File: src/rtl/alu_result_stage.sv
// Execute-stage result register: decodes the ALU outputs into a writeback record and queues it in a 2-entry skid buffer.
// Optional saturating exception counter on port exc_count when ALU_RESULT_EXC_CNT_EN is defined.
module alu_result_stage #(
  parameter logic [4:0] EXC_REG = 5'd30
`ifdef ALU_RESULT_EXC_CNT_EN
  , parameter int CNT_W = 16
`endif
) (
  input  logic        clock,
  input  logic        reset_n,
  input  logic        in_valid,
  output logic        in_ready,
  input  logic [31:0] in_result,
  input  logic        in_isNotEqual,
  input  logic        in_isLessThan,
  input  logic        in_overflow,
  input  logic [4:0]  in_opcode,
  input  logic [4:0]  in_rd,
  output logic        out_valid,
  input  logic        out_ready,
  output logic [31:0] out_data,
  output logic [4:0]  out_rd,
  output logic        out_we,
  output logic        out_ne,
  output logic        out_lt,
  output logic        out_exc
`ifdef ALU_RESULT_EXC_CNT_EN
  , output logic [CNT_W-1:0] exc_count
`endif
);

  localparam logic [4:0] OP_ADD = 5'd0;
  localparam logic [4:0] OP_SUB = 5'd1;
  localparam logic [4:0] OP_SRA = 5'd5;

  typedef enum logic [1:0] {EMPTY = 2'd0, ONE = 2'd1, FULL = 2'd2} state_t;

  typedef struct packed {
    logic [31:0] data;
    logic [4:0]  rd;
    logic        we;
    logic        ne;
    logic        lt;
    logic        exc;
  } rec_t;

  state_t state_q, state_d;
  rec_t   head_q, head_d, tail_q, tail_d, cap;
  logic   in_ready_q, in_ready_d;
  logic   accept, drain;

  // Overflow on ADD/SUB becomes an rstatus write; other opcodes ignore overflow.
  always_comb begin
    cap    = '0;
    cap.ne = in_isNotEqual;
    cap.lt = in_isLessThan;
    cap.rd = in_rd;
    if (in_opcode > OP_SRA) begin
      cap.we = 1'b0;
    end else if (in_overflow && (in_opcode == OP_ADD || in_opcode == OP_SUB)) begin
      cap.rd   = EXC_REG;
      cap.data = (in_opcode == OP_ADD) ? 32'd1 : 32'd3;
      cap.exc  = 1'b1;
      cap.we   = 1'b1;
    end else begin
      cap.data = in_result;
      cap.we   = (in_rd != 5'd0);
    end
  end

  assign accept = in_valid & in_ready_q;
  assign drain  = out_valid & out_ready;

  always_ff @(posedge clock) begin
    if (!reset_n) state_q <= EMPTY;
    else          state_q <= state_d;
  end

  always_comb begin
    state_d = state_q;
    case (state_q)
      EMPTY:   if (accept) state_d = ONE;
      ONE: begin
        if (accept && !drain)      state_d = FULL;
        else if (drain && !accept) state_d = EMPTY;
      end
      FULL:    if (drain) state_d = ONE;
      default: state_d = EMPTY;
    endcase
  end

  always_comb begin
    out_valid = (state_q != EMPTY);
    in_ready  = in_ready_q;
    out_data  = head_q.data;
    out_rd    = head_q.rd;
    out_we    = head_q.we;
    out_ne    = head_q.ne;
    out_lt    = head_q.lt;
    out_exc   = head_q.exc;
  end

  // Head always drives out_*; tail only holds the skid entry while FULL.
  always_comb begin
    head_d     = head_q;
    tail_d     = tail_q;
    in_ready_d = (state_d != FULL);
    case (state_q)
      EMPTY: if (accept) head_d = cap;
      ONE: begin
        if (accept && drain) head_d = cap;
        else if (accept)     tail_d = cap;
      end
      FULL:  if (drain) head_d = tail_q;
      default: ;
    endcase
  end

  always_ff @(posedge clock) begin
    if (!reset_n) begin
      head_q     <= '0;
      tail_q     <= '0;
      in_ready_q <= 1'b0;
    end else begin
      head_q     <= head_d;
      tail_q     <= tail_d;
      in_ready_q <= in_ready_d;
    end
  end

`ifdef ALU_RESULT_EXC_CNT_EN
  logic [CNT_W-1:0] exc_cnt_q, exc_cnt_d;

  always_comb begin
    exc_cnt_d = exc_cnt_q;
    if (accept && cap.exc && !(&exc_cnt_q)) exc_cnt_d = exc_cnt_q + 1'b1;
  end

  always_ff @(posedge clock) begin
    if (!reset_n) exc_cnt_q <= '0;
    else          exc_cnt_q <= exc_cnt_d;
  end

  assign exc_count = exc_cnt_q;
`endif

endmodule

File: config.mk
export PLATFORM = sky130hd
export DESIGN_NAME = alu_result_stage
export DESIGN_NICKNAME = d
export VERILOG_FILES = /design/src/rtl/alu_result_stage.sv
export SDC_FILE = /design/constraint.sdc
export NUM_CORES = 1
export LEC_CHECK = 0
export BUFFER_PORTS_ARGS = -buffer_cell sky130_fd_sc_hd__buf_2
export CAP_MARGIN = 30
export CORE_MARGIN = 8
export CORE_UTILIZATION = 30
export CTS_CLUSTER_DIAMETER = 100
export CTS_CLUSTER_SIZE = 12
export DETAILED_ROUTE_END_ITERATION = 12
export PLACE_DENSITY = 0.55
export SETUP_SLACK_MARGIN = 0.15
export SYNTH_ARGS = -nofsm -noshare
export SYNTH_HDL_FRONTEND = slang
export SYNTH_SLANG_ARGS = --single-unit
File: constraint.sdc
create_clock -name clock -period 2.2 [get_ports clock]
set_input_delay 0.22 -clock clock [delete_from_list [all_inputs] [get_ports clock]]
set_output_delay 0.22 -clock clock [all_outputs]
set_load 0.02 [all_outputs]
Word-level counts from Yosys, hierarchy flattened

Index checks and enable logic that the tools add are counted.

Bitwise gates (word level): 3
Muxes and demuxes: 17
Magnitude comparators: 1
Reductions and logical operators: 14
Equal/unequal tests: 7

Operator list:

| operator                                             | number |
|---|---|
| 2-to-1 mux 41 bit                                    | 3 |
| one-hot mux 41 bit (3 select lines)                  | 1 |
| 2-to-1 mux 37 bit                                    | 1 |
| 2-to-1 mux 32 bit                                    | 1 |
| 2-to-1 mux 2 bit                                     | 5 |
| != test 2 bit (second input constant)                | 4 |
| one-hot mux 2 bit (3 select lines)                   | 1 |
| equality test 5 x 1 -> 1 bit (second input constant) | 1 |
| > comparator 5 x 3 -> 1 bit (second input constant)  | 1 |
| zero test 5 bit                                      | 1 |
| 2-to-1 mux 5 bit                                     | 1 |
| nonzero test 5 bit                                   | 1 |
| logical AND 1 bit                                    | 4 |
| 2-to-1 mux 1 bit                                     | 4 |
| AND reduction 4 bit                                  | 1 |
| AND reduction 3 bit                                  | 1 |
| nonzero test 3 bit                                   | 1 |
| bitwise AND 1 bit                                    | 2 |
| equality test 2 x 1 -> 1 bit (second input constant) | 1 |
| equality test 2 bit (second input constant)          | 1 |
| zero test 1 bit                                      | 2 |
| zero test 2 bit                                      | 1 |
| nonzero test 2 bit                                   | 1 |
| logical OR 1 bit                                     | 1 |
| NOT 1 bit                                            | 1 |

Logic and storage cells: 56
Bits in registers: 85
Bits of input ports: 49
Output and inout port bits: 43

Logic depth before layout (Yosys ltp)

Word-level depth: 7
Depth in mapped cells: 6
Gate-level depth less buffers: 4

Worst setup path before layout

OpenSTA, ideal clock, no wires.

Path kind: flip-flop to flip-flop
Start: reg in_ready_q, in the netlist in_ready
End: reg tail_q[3] (netlist name)
Path buffers: 2
Setup time: 0.115 ns
Data required time: 2.085 ns
Cell stages (with the launch flop): 7
Period minus slack after synthesis: 1.440 ns
Slack: 0.760 ns
Arrival: 1.325 ns
Cells stage by stage: dfxtp_1 and3b_1 buf_2 nand2_4 buf_4 o2bb2ai_1 and2_1

Longest elaborated chain between the ends: 4

Ends and longest elaborated chain:

| element                           | RTL line | text |
|---|---|---|
| start: declaration                | 49       | `logic in_ready_q, in_ready_d;` |
| start signal: assignment          | 127      | `in_ready_q <= in_ready_d;` |
| bitwise AND 1 bit (*)             | 71       | `assign accept = in_valid & in_ready_q;` |
| logical AND 1 bit                 | 111      | `if (accept && drain) head_d = cap;` |
| NOT 1 bit (no line)               | -        |  |
| AND reduction 3 bit (no line) (*) | -        |  |
| end signal: assignment            | 126      | `tail_q <= tail_d;` |
| end: declaration                  | 48       | `rec_t head_q, head_d, tail_q, tail_d, cap;` |

Mark *: on every way between the ends. The rest lies on a longest branch, timed or not.
A chain may end at the register's enable or synchronous reset.

Final worst setup path

Start: reg in_ready_q, in the netlist in_ready
End: reg head_q, in the netlist out_rd[0]

Longest elaborated chain between the ends: 4
Elaborated cells on any way between the ends: 5
Those cells by class: eq/ne: 2; bitwise: 1; reduce/logical: 2

Ends and longest elaborated chain:

| element                           | RTL line | text |
|---|---|---|
| bitwise AND 1 bit (*)             | 71       |  |
| logical AND 1 bit                 | 111      |  |
| != test 2 bit (no line)           | -        |  |
| AND reduction 4 bit (no line) (*) | -        |  |
| end signal: assignment            | 121      | `head_q <= '0;` |
| end signal: assignment            | 125      | `head_q <= head_d;` |
| end: declaration                  | 48       |  |

Marked as above.

==> impl_metrics.sql <==
INSERT INTO impl_metrics (metric_group, metric, value, unit) VALUES
('synthesis', 'synth_sequential_area_ratio', '47.97', '%'),
('pwr', 'sequentialPowerShare', '48.1', '%'),
('timing', 'setup_ws', '0.4531', 'ns'),
('setup_path', 'r2r_cells', '4', ''),
('synthesis', 'postSynth.topFlopCell', 'dfxtp_1', ''),
('clock_tree', 'cts_tree', 'yes', ''),
('synthesis', 'flip_flop_and_latch_count_after_synthesis', '85', ''),
('pwr', 'sw_frac_of_total', '26.02', '%'),
('timing', 'finalCriticalPeriod', '1.747', 'ns'),
('setup_path', 'critical_path_required_time', '2.41', 'ns'),
('setup_path', 'cp-end-kind', 'register', ''),
('timing', 'worst-slew-pin-transition', '0.8007', 'ns'),
('detailed_routing', 'remaining_drc_errors', '0', ''),
('global_routing', 'globalRoute.totalOverflow', '0', ''),
('setup_path', 'timing.setup.critical_path_class', 'register to register', ''),
('clock_tree', 'worst_setup_hold_path_clk_slew', '0.06', 'ns'),
('synthesis', 'post-synth-top-area-cell', 'dfxtp_1', ''),
('placement', 'dp_hpwl', '6945', 'µm'),
('global_routing', 'antenna_found_initial', '1', ''),
('clock_tree', 'clockBufferDepth', '2', ''),
('synthesis', 'ys_top_cells_by_area', 'dfxtp_1 48%, o21ai_0 9.0%, a22oi_1 6.3%', ''),
('timing', 'min_period_over_period', '79.41', '%'),
('global_routing', 'grt_usage', '12.68', '%'),
('run_status', 'status', 'finished, final reports clean', ''),
('clock_tree', 'post_cts_buffers', '0', ''),
('clock_tree', 'cts.hold.buffers_added', '0', ''),
('placement', 'placed_area', '4066', 'µm²'),
('clock_tree', 'cts_repair_resize_count', '0', ''),
('timing', 'max_slew_margin', '46.56', '%'),
('synthesis', 'synthDominantCellAreaShare', '47.97', '%'),
('layout', 'final_area', '4327', 'µm²'),
('floorplanning', 'floorplan.die_area', '15560', 'µm²'),
('job', 'drv.max_cap_violation_count', '0', ''),
('detailed_routing', 'drt-pass1-iter-count', '4', ''),
('timing', 'fin_setup_tns', '0', 'ns'),
('placement', 'dp_slack', '0.4563', 'ns'),
('clock_tree', 'clock-sinks', '85', ''),
('floorplanning', 'fp.dieH', '124.7', 'µm'),
('layout', 'filler_cell_count', '1165', ''),
('synthesis', 'post_synthesis_instance_total', '399', ''),
('timing', 'final-setup-viol-count', '0', ''),
('layout', 'syn2layout_area_growth', '21.98', '%'),
('clock_tree', 'worst_skew_pair.late_latency', '0.33', 'ns'),
('synthesis', 'synth-edff-count', '0', ''),
('min_path', 'worst_hold_path.endpoint', 'out_data[20]', ''),
('pwr', 'power.switching', '883.0', 'µW'),
('floorplanning', 'start_util', '30.93', '%'),
('global_routing', 'maximum_number_of_pins_on_one_net_before_global_route_repair', '41', ''),
('placement', 'gpl.final_weighted_congestion', '0.7437', ''),
('synthesis', 'synth_nets', '448', ''),
('synthesis', 'synthesis.area_per_instance', '8.890', 'µm²'),
('clock_tree', 'inserted_clock_buffers', '9', ''),
('floorplanning', 'core_area', '11470', 'µm²'),
('timing', 'setup_repair_after_global_routing_missed_its_margin', 'no', ''),
('layout', 'post_route_cells_drive_above_1_share', '27.54', '%'),
('pwr', 'power.density', '784.4', 'nW/µm²'),
('layout', 'antenna_cells_inserted', '0', ''),
('layout', 'fin_nets', '527', ''),
('placement', 'io_buffers', '91', ''),
('global_routing', 'vias_in_the_first_global_route', '3075', ''),
('synthesis', 'postSynth.asyncResetShare', '0', '%'),
('min_path', 'timing.hold.worst.start', 'in_result[20]', ''),
('detailed_routing', 'drt.antenna.violating_nets', '0', ''),
('setup_path', 'regToRegEndpoint', 'out_rd[0]', ''),
('floorplanning', 'placement_rows', '39', ''),
('pwr', 'p_int', '2511', 'µW'),
('setup_path', 'reg2reg_slack', '0.45', 'ns'),
('synthesis', 'synth_common_cells', '85 x dfxtp_1, 64 x o21ai_0, 48 x nand2_1, 36 x a21oi_1, 30 x a22oi_1', ''),
('detailed_routing', 'vias', '3182', ''),
('pwr', 'max-vdd-ir-drop', '0.4055', 'mV'),
('pwr', 'share_clk_of_total_power', '39.6', '%');
cell type report:
class / instances / area, µm² / area share [%]
Tap cell: 143 / 178.9 / 4.135
Timing Repair Buffer: 100 / 523.0 / 12.09
Multi-Input combinational cell: 281 / 1659 / 38.35
Inverter: 1 / 3.754 / 0.08676
Clock buffer: 11 / 232.7 / 5.379
Sequential cell: 85 / 1702 / 39.33
Clock inverter: 5 / 27.53 / 0.6362
sequential cells by signal (all words and copies together), names as in the netlist:
| signal | count |
|---|---|
| tail_q | 41 |
| out_data | 32 |
| out_rd | 5 |
| state_q | 2 |
| in_ready | 1 |
| out_exc | 1 |
| out_lt | 1 |
| out_ne | 1 |
| out_we | 1 |
worst max-delay path, stage by stage (launching register included):
cell and delay [ns]:
dfxtp_1 0.43, and3b_1 0.35, nand2_2 0.40, o21a_1 0.24, o221a_2 0.22
per-stage QoR:
stage	total power (µW)	instances	hold slack (ns)	util [%]
global route	3556	626	0.1342	37.73
detailed placement	2089	610	0.4498	35.46
CTS	3446	626	0.1287	37.73
finish	3394	626	0.1403	37.73
global placement	2083	610	0.4423	35.46
floorplan	1921	399	0.3540	-
power by group through the flow:
stage | logic, µW | clock network [µW] | registers (µW)
after floorplan | 187 | 0 | 1730
after global placement | 418 | 0 | 1660
after detailed placement | 422 | 0 | 1670
after CTS | 424 | 1390 | 1630
after global routing | 460 | 1460 | 1640
final | 418 | 1340 | 1630
cell families after synthesis:
family                 after synthesis  synth area share (%)
buffers and inverters               33                 5.467
AND/OR/NAND/NOR                    118                 17.88
AO/OA/AOI/OAI                      158                 27.27
multiplexers                         5                 1.411
flip-flops                          85                 47.97
layer usage:
layer	GRT usage, %	share of wire [%]
met1	16.62	48
met2	19.08	44
met3	4.851	7.4
met4	3.047	0.77
met5	0	0.12
worst max-delay path by stage:
stage                from     endpoint  depth (start not counted)
3_5_place_dp     in_ready  out_data[0]                          4
5_1_grt          in_ready    out_rd[0]                          4
2_1_floorplan    in_ready    tail_q[3]                          6
6_report         in_ready    out_rd[0]                          4
3_3_place_gp   state_q[1]    out_rd[0]                          4
4_1_cts          in_ready    out_rd[0]                          4
layout by cell type, fill, tap and decap left out, types with 2 or more instances in the layout:
cell	n
dfxtp_1	85
clkbuf_16	9
or2_2	3
o21a_1	2
buf_4	9
mux2i_1	5
o21ai_0	64
a22oi_1	30
nor2_1	23
buf_2	91
o221a_2	6
a21oi_1	36
nor4b_4	2
and2_1	4
a21boi_1	3
clkinv_2	4
a211oi_1	3
nand2b_1	3
nand2_1	48
nor2b_1	19
clkbuf_1	2
a2bb2oi_1	2
nand3_1	4
a311oi_1	5
No activity file was read; power rests on OpenSTA's default activity.
